### src/rtl/microwave_timer_ctrl.sv
`default_nettype none
// ============================================================================
// Module      : microwave_timer_ctrl
// Description : Microwave cook-timer controller. Four-digit BCD mm:ss
//               down-counter with keypad entry, start/stop, door interlock,
//               1 Hz decrement, heater enable and a completion beeper.
//               Optional build macro: QUICK_START_EN (quick start in IDLE,
//               +30 s on start while running).
// Revision    : 1.0 - initial release
// ============================================================================
module microwave_timer_ctrl #(
  parameter int DONE_TICKS   = 3,
  parameter int QUICK_SECS_T = 3
) (
  input  logic       clk,
  input  logic       clrn,
  input  logic       en,
  input  logic       key_valid,
  input  logic [3:0] key_data,
  input  logic       start,
  input  logic       stop,
  input  logic       door_open,
  output logic [3:0] min_tens,
  output logic [3:0] min_ones,
  output logic [3:0] sec_tens,
  output logic [3:0] sec_ones,
  output logic       heat,
  output logic       beep,
  output logic       zero,
  output logic       busy
);

  typedef enum logic [2:0] {
    S_IDLE  = 3'd0,
    S_SET   = 3'd1,
    S_RUN   = 3'd2,
    S_PAUSE = 3'd3,
    S_DONE  = 3'd4
  } state_t;

  localparam logic [3:0] c_done_ticks = 4'(DONE_TICKS);

  // Elaboration-time sanity check of the parameter ranges.
  if (DONE_TICKS < 1 || DONE_TICKS > 15 || QUICK_SECS_T < 0 || QUICK_SECS_T > 5) begin : g_param_check
    $error("microwave_timer_ctrl: DONE_TICKS or QUICK_SECS_T out of range");
  end

  state_t     r_state, w_state_nxt;
  logic [3:0] r_mt, r_mo, r_st, r_so;
  logic [3:0] w_mt_nxt, w_mo_nxt, w_st_nxt, w_so_nxt;
  logic [3:0] r_beep_cnt, w_beep_cnt_nxt;

  logic       w_key_ok;
  logic       w_zero;
  logic       w_last_sec;

  assign w_key_ok   = key_valid && (key_data <= 4'd9);
  assign w_zero     = (r_mt == 4'd0) && (r_mo == 4'd0) && (r_st == 4'd0) && (r_so == 4'd0);
  assign w_last_sec = (r_mt == 4'd0) && (r_mo == 4'd0) && (r_st == 4'd0) && (r_so == 4'd1);

`ifdef QUICK_START_EN
  localparam logic [3:0] c_quick_st = 4'(QUICK_SECS_T);

  logic [12:0] w_total;
  logic [12:0] w_add_m, w_add_s;
  logic [3:0]  w_add_mt, w_add_mo, w_add_st, w_add_so;

  // Time + 30 s, normalised to mm:ss with seconds 0..59 and saturated at 99:59.
  always_comb begin
    w_total  = 13'(r_mt) * 13'd600 + 13'(r_mo) * 13'd60
             + 13'(r_st) * 13'd10  + 13'(r_so) + 13'd30;
    w_add_m  = w_total / 13'd60;
    w_add_s  = w_total % 13'd60;
    w_add_mt = 4'(w_add_m / 13'd10);
    w_add_mo = 4'(w_add_m % 13'd10);
    w_add_st = 4'(w_add_s / 13'd10);
    w_add_so = 4'(w_add_s % 13'd10);
    if (w_total > 13'd5999) begin
      w_add_mt = 4'd9;
      w_add_mo = 4'd9;
      w_add_st = 4'd5;
      w_add_so = 4'd9;
    end
  end
`endif

  // State, digit and beep-counter registers.
  always_ff @(posedge clk) begin
    if (!clrn) begin
      r_state    <= S_IDLE;
      r_mt       <= 4'd0;
      r_mo       <= 4'd0;
      r_st       <= 4'd0;
      r_so       <= 4'd0;
      r_beep_cnt <= 4'd0;
    end else begin
      r_state    <= w_state_nxt;
      r_mt       <= w_mt_nxt;
      r_mo       <= w_mo_nxt;
      r_st       <= w_st_nxt;
      r_so       <= w_so_nxt;
      r_beep_cnt <= w_beep_cnt_nxt;
    end
  end

  // Next-state logic: one action per cycle, door > stop > start > key > tick.
  always_comb begin
    w_state_nxt    = r_state;
    w_mt_nxt       = r_mt;
    w_mo_nxt       = r_mo;
    w_st_nxt       = r_st;
    w_so_nxt       = r_so;
    w_beep_cnt_nxt = r_beep_cnt;

    case (r_state)
      S_IDLE: begin
        if (stop) begin
          // no effect in IDLE
        end else if (start) begin
`ifdef QUICK_START_EN
          if (!door_open) begin
            w_mt_nxt    = 4'd0;
            w_mo_nxt    = 4'd0;
            w_st_nxt    = c_quick_st;
            w_so_nxt    = 4'd0;
            w_state_nxt = S_RUN;
          end
`endif
        end else if (w_key_ok) begin
          w_mt_nxt    = r_mo;
          w_mo_nxt    = r_st;
          w_st_nxt    = r_so;
          w_so_nxt    = key_data;
          w_state_nxt = S_SET;
        end
      end

      S_SET: begin
        if (stop) begin
          w_mt_nxt    = 4'd0;
          w_mo_nxt    = 4'd0;
          w_st_nxt    = 4'd0;
          w_so_nxt    = 4'd0;
          w_state_nxt = S_IDLE;
        end else if (start) begin
          if (!w_zero && !door_open) begin
            w_state_nxt = S_RUN;
          end
        end else if (w_key_ok) begin
          w_mt_nxt = r_mo;
          w_mo_nxt = r_st;
          w_st_nxt = r_so;
          w_so_nxt = key_data;
        end
      end

      S_RUN: begin
        if (door_open || stop) begin
          w_state_nxt = S_PAUSE;
        end else if (start) begin
`ifdef QUICK_START_EN
          w_mt_nxt = w_add_mt;
          w_mo_nxt = w_add_mo;
          w_st_nxt = w_add_st;
          w_so_nxt = w_add_so;
`endif
        end else if (en) begin
          if (w_zero || w_last_sec) begin
            // Final second elapsed: clamp at 00:00 and start the beeper.
            w_mt_nxt       = 4'd0;
            w_mo_nxt       = 4'd0;
            w_st_nxt       = 4'd0;
            w_so_nxt       = 4'd0;
            w_beep_cnt_nxt = c_done_ticks;
            w_state_nxt    = S_DONE;
          end else if (r_so != 4'd0) begin
            w_so_nxt = r_so - 4'd1;
          end else begin
            w_so_nxt = 4'd9;
            if (r_st != 4'd0) begin
              w_st_nxt = r_st - 4'd1;
            end else begin
              w_st_nxt = 4'd5;
              if (r_mo != 4'd0) begin
                w_mo_nxt = r_mo - 4'd1;
              end else begin
                // min_tens is non-zero here since the time is not zero.
                w_mo_nxt = 4'd9;
                w_mt_nxt = r_mt - 4'd1;
              end
            end
          end
        end
      end

      S_PAUSE: begin
        if (stop) begin
          w_mt_nxt    = 4'd0;
          w_mo_nxt    = 4'd0;
          w_st_nxt    = 4'd0;
          w_so_nxt    = 4'd0;
          w_state_nxt = S_IDLE;
        end else if (start) begin
          if (!door_open) begin
            w_state_nxt = S_RUN;
          end
        end
      end

      S_DONE: begin
        if (stop) begin
          w_beep_cnt_nxt = 4'd0;
          w_state_nxt    = S_IDLE;
        end else if (start) begin
          // start has no effect once cooking has finished
        end else if (w_key_ok) begin
          w_mt_nxt       = 4'd0;
          w_mo_nxt       = 4'd0;
          w_st_nxt       = 4'd0;
          w_so_nxt       = key_data;
          w_beep_cnt_nxt = 4'd0;
          w_state_nxt    = S_SET;
        end else if (en) begin
          if (r_beep_cnt <= 4'd1) begin
            w_beep_cnt_nxt = 4'd0;
            w_state_nxt    = S_IDLE;
          end else begin
            w_beep_cnt_nxt = r_beep_cnt - 4'd1;
          end
        end
      end

      default: begin
        w_state_nxt    = S_IDLE;
        w_mt_nxt       = 4'd0;
        w_mo_nxt       = 4'd0;
        w_st_nxt       = 4'd0;
        w_so_nxt       = 4'd0;
        w_beep_cnt_nxt = 4'd0;
      end
    endcase
  end

  // Heater drops combinationally the moment the door opens.
  assign heat     = (r_state == S_RUN) && !door_open;
  assign beep     = (r_state == S_DONE);
  assign busy     = (r_state == S_RUN) || (r_state == S_PAUSE);
  assign zero     = w_zero;
  assign min_tens = r_mt;
  assign min_ones = r_mo;
  assign sec_tens = r_st;
  assign sec_ones = r_so;

endmodule
`default_nettype wire

### config.mk
export PLATFORM = sky130hd
export DESIGN_NAME = microwave_timer_ctrl
export DESIGN_NICKNAME = d
export VERILOG_FILES = /design/src/rtl/microwave_timer_ctrl.sv
export SDC_FILE = /design/constraint.sdc
export NUM_CORES = 1
export LEC_CHECK = 0
export CAP_MARGIN = 10
export CORE_AREA = 10 10 67 75
export DETAILED_ROUTE_END_ITERATION = 10
export DIE_AREA = 0 0 77 85
export PLACE_DENSITY = 0.88
export SETUP_SLACK_MARGIN = 0.02
export SLEW_MARGIN = 20
export SYNTH_ARGS = -nofsm -noshare
export SYNTH_HDL_FRONTEND = slang
export SYNTH_SLANG_ARGS = --single-unit
export TNS_END_PERCENT = 20
### constraint.sdc
create_clock -name clk -period 4.7 [get_ports clk]
set_input_delay 0.705 -clock clk [delete_from_list [all_inputs] [get_ports clk]]
set_output_delay 0.705 -clock clk [all_outputs]
set_load 0.005 [all_outputs]
Word-level counts from Yosys, hierarchy flattened
Cells that the tools add are included.
{"block": "word_totals", "register_bits": 23, "latchBits": 0, "ram_bits": 0, "mem_bits_ro": 0, "memories": 0}
{"block": "classes", "add_sub_neg": 5, "multipliers": 0, "n_div": 0, "n_lt_le_gt_ge": 2, "eq_ne": 30, "n_shift": 0, "n_mux": 78, "bitwise": 1, "reduce_logical": 28}
{"cell": "4-bit 2-to-1 mux", "n": 54}
{"cell": "4-bit one-hot mux with 5 select lines", "n": 3}
{"cell": "3-bit 2-to-1 mux", "n": 18}
{"cell": "3-bit != test, second input constant", "n": 11}
{"cell": "2-bit != test, second input constant", "n": 11}
{"cell": "4-bit by 1-bit subtractor with 4-bit output, second input constant", "n": 5}
{"cell": "4-bit logical NOT", "n": 4}
{"cell": "4-bit one-hot mux with 4 select lines", "n": 1}
{"cell": "3-bit one-hot mux with 5 select lines", "n": 1}
{"cell": "13-bit AND reduction", "n": 1}
{"cell": "4-bit one-hot mux with 3 select lines", "n": 1}
{"cell": "4-bit nonzero test", "n": 3}
{"cell": "11-bit AND reduction", "n": 1}
{"cell": "10-bit AND reduction", "n": 1}
{"cell": "9-bit AND reduction", "n": 1}
{"cell": "1-bit logical AND", "n": 7}
{"cell": "7-bit AND reduction", "n": 1}
{"cell": "3-bit by 2-bit equality test with 1-bit output, second input constant", "n": 2}
{"cell": "5-bit AND reduction", "n": 1}
{"cell": "4-bit by 1-bit equality test with 1-bit output, second input constant", "n": 1}
{"cell": "4-bit by 1-bit less-or-equal comparator with 1-bit output, second input constant", "n": 1}
{"cell": "4-bit less-or-equal comparator, second input constant", "n": 1}
{"cell": "4-bit by 2-bit != test with 1-bit output, second input constant", "n": 1}
{"cell": "4-bit by 3-bit != test with 1-bit output, second input constant", "n": 1}
{"cell": "other kinds (9)", "n": 12}

Logic depth before layout (Yosys ltp)
{"block": "depth", "word_depth": 10, "depth_mapped": 10}

Worst setup path after synthesis
Ideal clock, no wire load.
{"block": "synth_timing", "kind": "in2reg", "start": "in stop", "end": "reg r_st[3] (netlist: sec_tens[3])", "arrival_time_ns": 2.320, "t_required_ns": 4.569, "setup_slack_ns": 2.249, "path_stages": 8, "path_buffers": 2, "cell_sequence": "buf_6 -> or4b_4 -> o211ai_2 -> o21ai_2 -> or2_0 -> buf_2 -> o311ai_2 -> o31ai_1"}
{"block": "synth_between", "elab_chain_cells": 3, "elab_cells_between_ends": 8, "classes_between": "4 x eq/ne; 2 x mux; 2 x reduce/logical"}
{"item": "start: declaration", "line": "21", "rtl": "input logic stop,"}
{"item": "1-bit logical OR", "line": "158", "rtl": "if (door_open || stop) begin"}
{"item": "2-bit != test (no source line)"}
{"item": "9-bit AND reduction (no source line)"}
{"item": "end signal: assignment", "line": "100", "rtl": "r_st <= w_st_nxt;"}
{"item": "end: declaration", "line": "49", "rtl": "logic [3:0] r_mt, r_mo, r_st, r_so;"}
Parallel ways exist; a longest one is shown, timed or not.
A chain may end at the register's enable or synchronous reset.

Final worst setup path
{"block": "layout_timing", "start": "reg r_st[0] (netlist: sec_tens[0])", "end": "out zero"}
{"block": "layout_between", "elab_chain_cells": 3}
{"item": "4-bit logical NOT", "line": "58", "rtl": "assign w_zero = (r_mt == 4'd0) && (r_mo == 4'd0) && (r_st == 4'd0) && (r_so == 4'd0);"}
{"item": "1-bit logical AND (2 in series)", "line": "58"}
{"item": "end: declaration", "line": "29", "rtl": "output logic zero,"}
No other way between the ends.

==> results by group <==
Outcome
  • Status: finished, final reports clean

GRT
  • Vias in the first global route: 1858
  • Initial antenna violation count: 0
  • First-pass GRT wire length: 8740 microns
  • GR Util All Layers: 0.153
  • GRT overflow: 0
  • Largest net degree at the start of global routing: 17

Placed design
  • Dpl cells: 304
  • DP HPWL: 3830 microns
  • Port-buffer cells: 30
  • Gpl congestion: 0.925

Critical path
  • Capturing element type of the critical path: output port
  • Critical Path RT: 3.99 ns
  • Crit path kind: register to output port
  • Slowest stage delay, CP: 0.57 ns
  • WP data arrival: 2.58 ns
  • R2R Setup Slk: 2.11 ns
  • Worst-path maximum fanout: 6
  • Slowest-stage cell, CP: clkdlybuf4s50_1
  • Crit path cell chain: inv_1 > ha_1 > or3b_1 > or2_0 > nor3_1 > clkdlybuf4s50_1
  • Launching point of the worst reg2reg path: sec_tens[0]$_SDFFE_PN0P_
  • Worst Reg2Reg Path Length in Cells: 8
  • CP Launch Type: register
  • Critical R2R Capture: r_beep_cnt[0]$_SDFFE_PN0P_

Detailed routing
  • First DRT Iteration DRCs: 242
  • Post-DRT Antenna Nets: 0
  • Drt pass-1 iters: 4
  • Vias post-DR: 1980
  • Routed WL per cell: 16.8 microns
  • Final WL: 5180 microns
  • Residual DRC: 0
  • Vias per cell: 6.43

STA
  • Worst-margin pin slew: 0.866 ns
  • Hold WS: 0.529 ns
  • Max Fclk: 0.304 GHz
  • Clk_skew: 0.00378 ns
  • Rel. slew slack: 0.415
  • Period utilisation layout: 0.699
  • Minimum clock period: 3.29 ns
  • TNS Setup: 0 ns
  • Hold Fails Final Rpt: 0
  • Setup Viol. Count Final: 0
  • RSZ-0062 raised after global routing: false
  • Fin. max-slew vios: 0

Floorplan
  • Die area: 6550 sq um
  • Boundary pin count: 31
  • Die height: 85 microns
  • Initial core utilization: 0.529
  • Die width: 77 microns
  • Core area: 3540 sq um
  • Std cell rows: 23

Logic synthesis
  • Mapped Cells: 235
  • Most frequent cell after synthesis: dfxtp_1
  • Primary FF master, synth: dfxtp_1
  • Adder-cell share of the synthesized area: 0.0468
  • Post-synth cell types: 63
  • Register area share after synthesis: 0.246
  • Largest cells by area after synthesis: dfxtp_1 (25%), mux2i_1 (6.4%), a21oi_1 (5.1%), ha_1 (4.7%), nand2_1 (4.2%)
  • Synth Area in Simple Gates: 0.236
  • Register bit count reported by yosys: 23
  • Mapped cell area: 1870 sq um
  • Yosys top cell area share: 0.246
  • Mux share of post-synthesis cell area: 0.0882
  • Compound-gate portion of the synthesized area: 0.323
  • Synthesis Warnings: 0
  • Yosys top cell by area: dfxtp_1
  • Number of flops mapped to enable cells by yosys: 0
  • Mean Syn Cell Area: 7.97 sq um
  • Mapped Nets: 253
  • Async SR Flop Fraction: 0
  • XOR/XNOR Fraction of Synth Area: 0
  • Synth cell count leaders: dfxtp_1 (23), nand2_1 (21), nor2_1 (20)
  • Largest family of logic cells by synthesized area: compound AO/OA/AOI/OAI gates

Power
  • Power per Cell Area: 347 nW/um^2
  • Power consumption: 0.774 mW
  • LEAKAGE: 0.849 nW
  • VDD IR max: 0.000189 V

Finish
  • Ratio of cells with drive above 1 in the final layout: 0.0853
  • # diodes: 0
  • Nets: 277
  • Post-route insts no fill: 308
  • Area Overhead vs Synth: 19.2%
  • # fillers: 311

CTS
  • CTS tree: done
  • Clk sink count: 23
  • Register clock-pin slew on the reported worst setup and hold paths: 0.08 ns
  • Cts bufs inserted: 3
  • Post-cts resize count: 0
  • Post-CTS Setup Bufs: 0
  • Clk_lat worst skew: 0.26 ns
  • H-tree level count: 1
  • Worst-case clock buffer depth: 2
  • Cts hold-fix bufs: 0
  • CTS root buffer: clkbuf_8

Worst hold path
  • Hold Crit Class: register to register
  • Worst Hold Path EP: r_beep_cnt[2]$_SDFFE_PN0P_
  • Hold Path Origin: r_beep_cnt[2]$_SDFFE_PN0P_
  • Hold path cells: 2

Flow run
  • Max-Cap Viols: 0
==> registers in the layout, indices dropped and copies added, names as in the netlist <==
name        flops
min_ones        4
min_tens        4
r_beep_cnt      4
sec_ones        4
sec_tens        4
r_state         3
==> worst max path at each step <==
stage,start,to,slack (ns),depth (start not counted)
3_3_place_gp,stop,sec_tens[3]$_SDFFE_PN0P_,1.69,7
6_report,sec_tens[0]$_SDFFE_PN0P_,zero,1.41,6
5_1_grt,min_ones[1]$_SDFFE_PN0P_,zero,1.28,6
4_1_cts,sec_tens[0]$_SDFFE_PN0P_,zero,1.43,6
2_1_floorplan,stop,sec_tens[3]$_SDFFE_PN0P_,2.25,8
3_5_place_dp,stop,sec_tens[3]$_SDFFE_PN0P_,1.63,7
==> worst max-delay path, delay by kind of cell (launching register included) <==
| kind | cells | cell delay (ns) |
|---|---|---|
| flip-flops | 1 | 0.37 |
| AND/OR/NAND/NOR | 3 | 1.07 |
| buffers and inverters | 2 | 0.68 |
| adder cells (fa/ha/maj) | 1 | 0.20 |
==> layout by cell type, fill, tap and decap left out, types with 3 or more instances in the layout <==
cell type / Yosys / final
a211oi_1: 4 / 4
nand2_1: 21 / 21
mux2_2: 4 / 4
nor2_1: 20 / 20
clkdlybuf4s50_1: 0 / 30
a21oi_1: 19 / 19
o22ai_1: 4 / 4
o31ai_1: 6 / 6
clkbuf_8: 0 / 3
dfxtp_1: 23 / 23
o21a_1: 3 / 3
nand4b_1: 3 / 3
o21ai_0: 8 / 8
ha_1: 7 / 7
mux2i_1: 12 / 12
nor2b_1: 3 / 3
o2bb2ai_1: 3 / 3
nand2b_1: 4 / 4
a31oi_1: 3 / 3
inv_1: 15 / 15
o21bai_1: 3 / 3
==> stage by stage <==
step	worst slack [ns]	util	cell area (sq um)
6_report	1.41	0.630	2230
5_1_grt	1.28	0.630	2230
4_1_cts	1.43	0.630	2230
3_5_place_dp	1.63	0.618	2190
3_3_place_gp	1.69	0.618	2190
2_1_floorplan	2.25	-	1870
==> logic make-up after synthesis <==
group / after synthesis
AOI/OAI and AO/OA: 83
and+or+nand+nor: 79
buffers and inverters: 27
DFF: 23
muxes: 16
adders and majority gates: 7
==> power by group <==
part / internal [mW] / leakage [nW] / total (mW) / switching (mW)
sequential: 0.217 / 0.186 / 0.262 / 0.0444
combinational: 0.180 / 0.640 / 0.390 / 0.209
clock: 0.0605 / 0.0228 / 0.123 / 0.0623
==> per-layer routing <==
layer	GRT usage	part of all wire	vias to the layer above
li1	-	-	935
met1	0.179	0.40	927
met2	0.265	0.48	101
met3	0.0285	0.092	17
met4	0.0714	0.028	0
met5	0	0	-
==> area by class of cell <==
cell class,instances,area (sq um),area share
Timing Repair Buffer,31,308,0.138
Inverter,15,56.3,0.0252
Tap cell,50,62.6,0.0280
Multi-Input combinational cell,185,1300,0.582
Sequential cell,23,460,0.206
Clock buffer,4,45.0,0.0202
(Power assumes the default switching activity.)
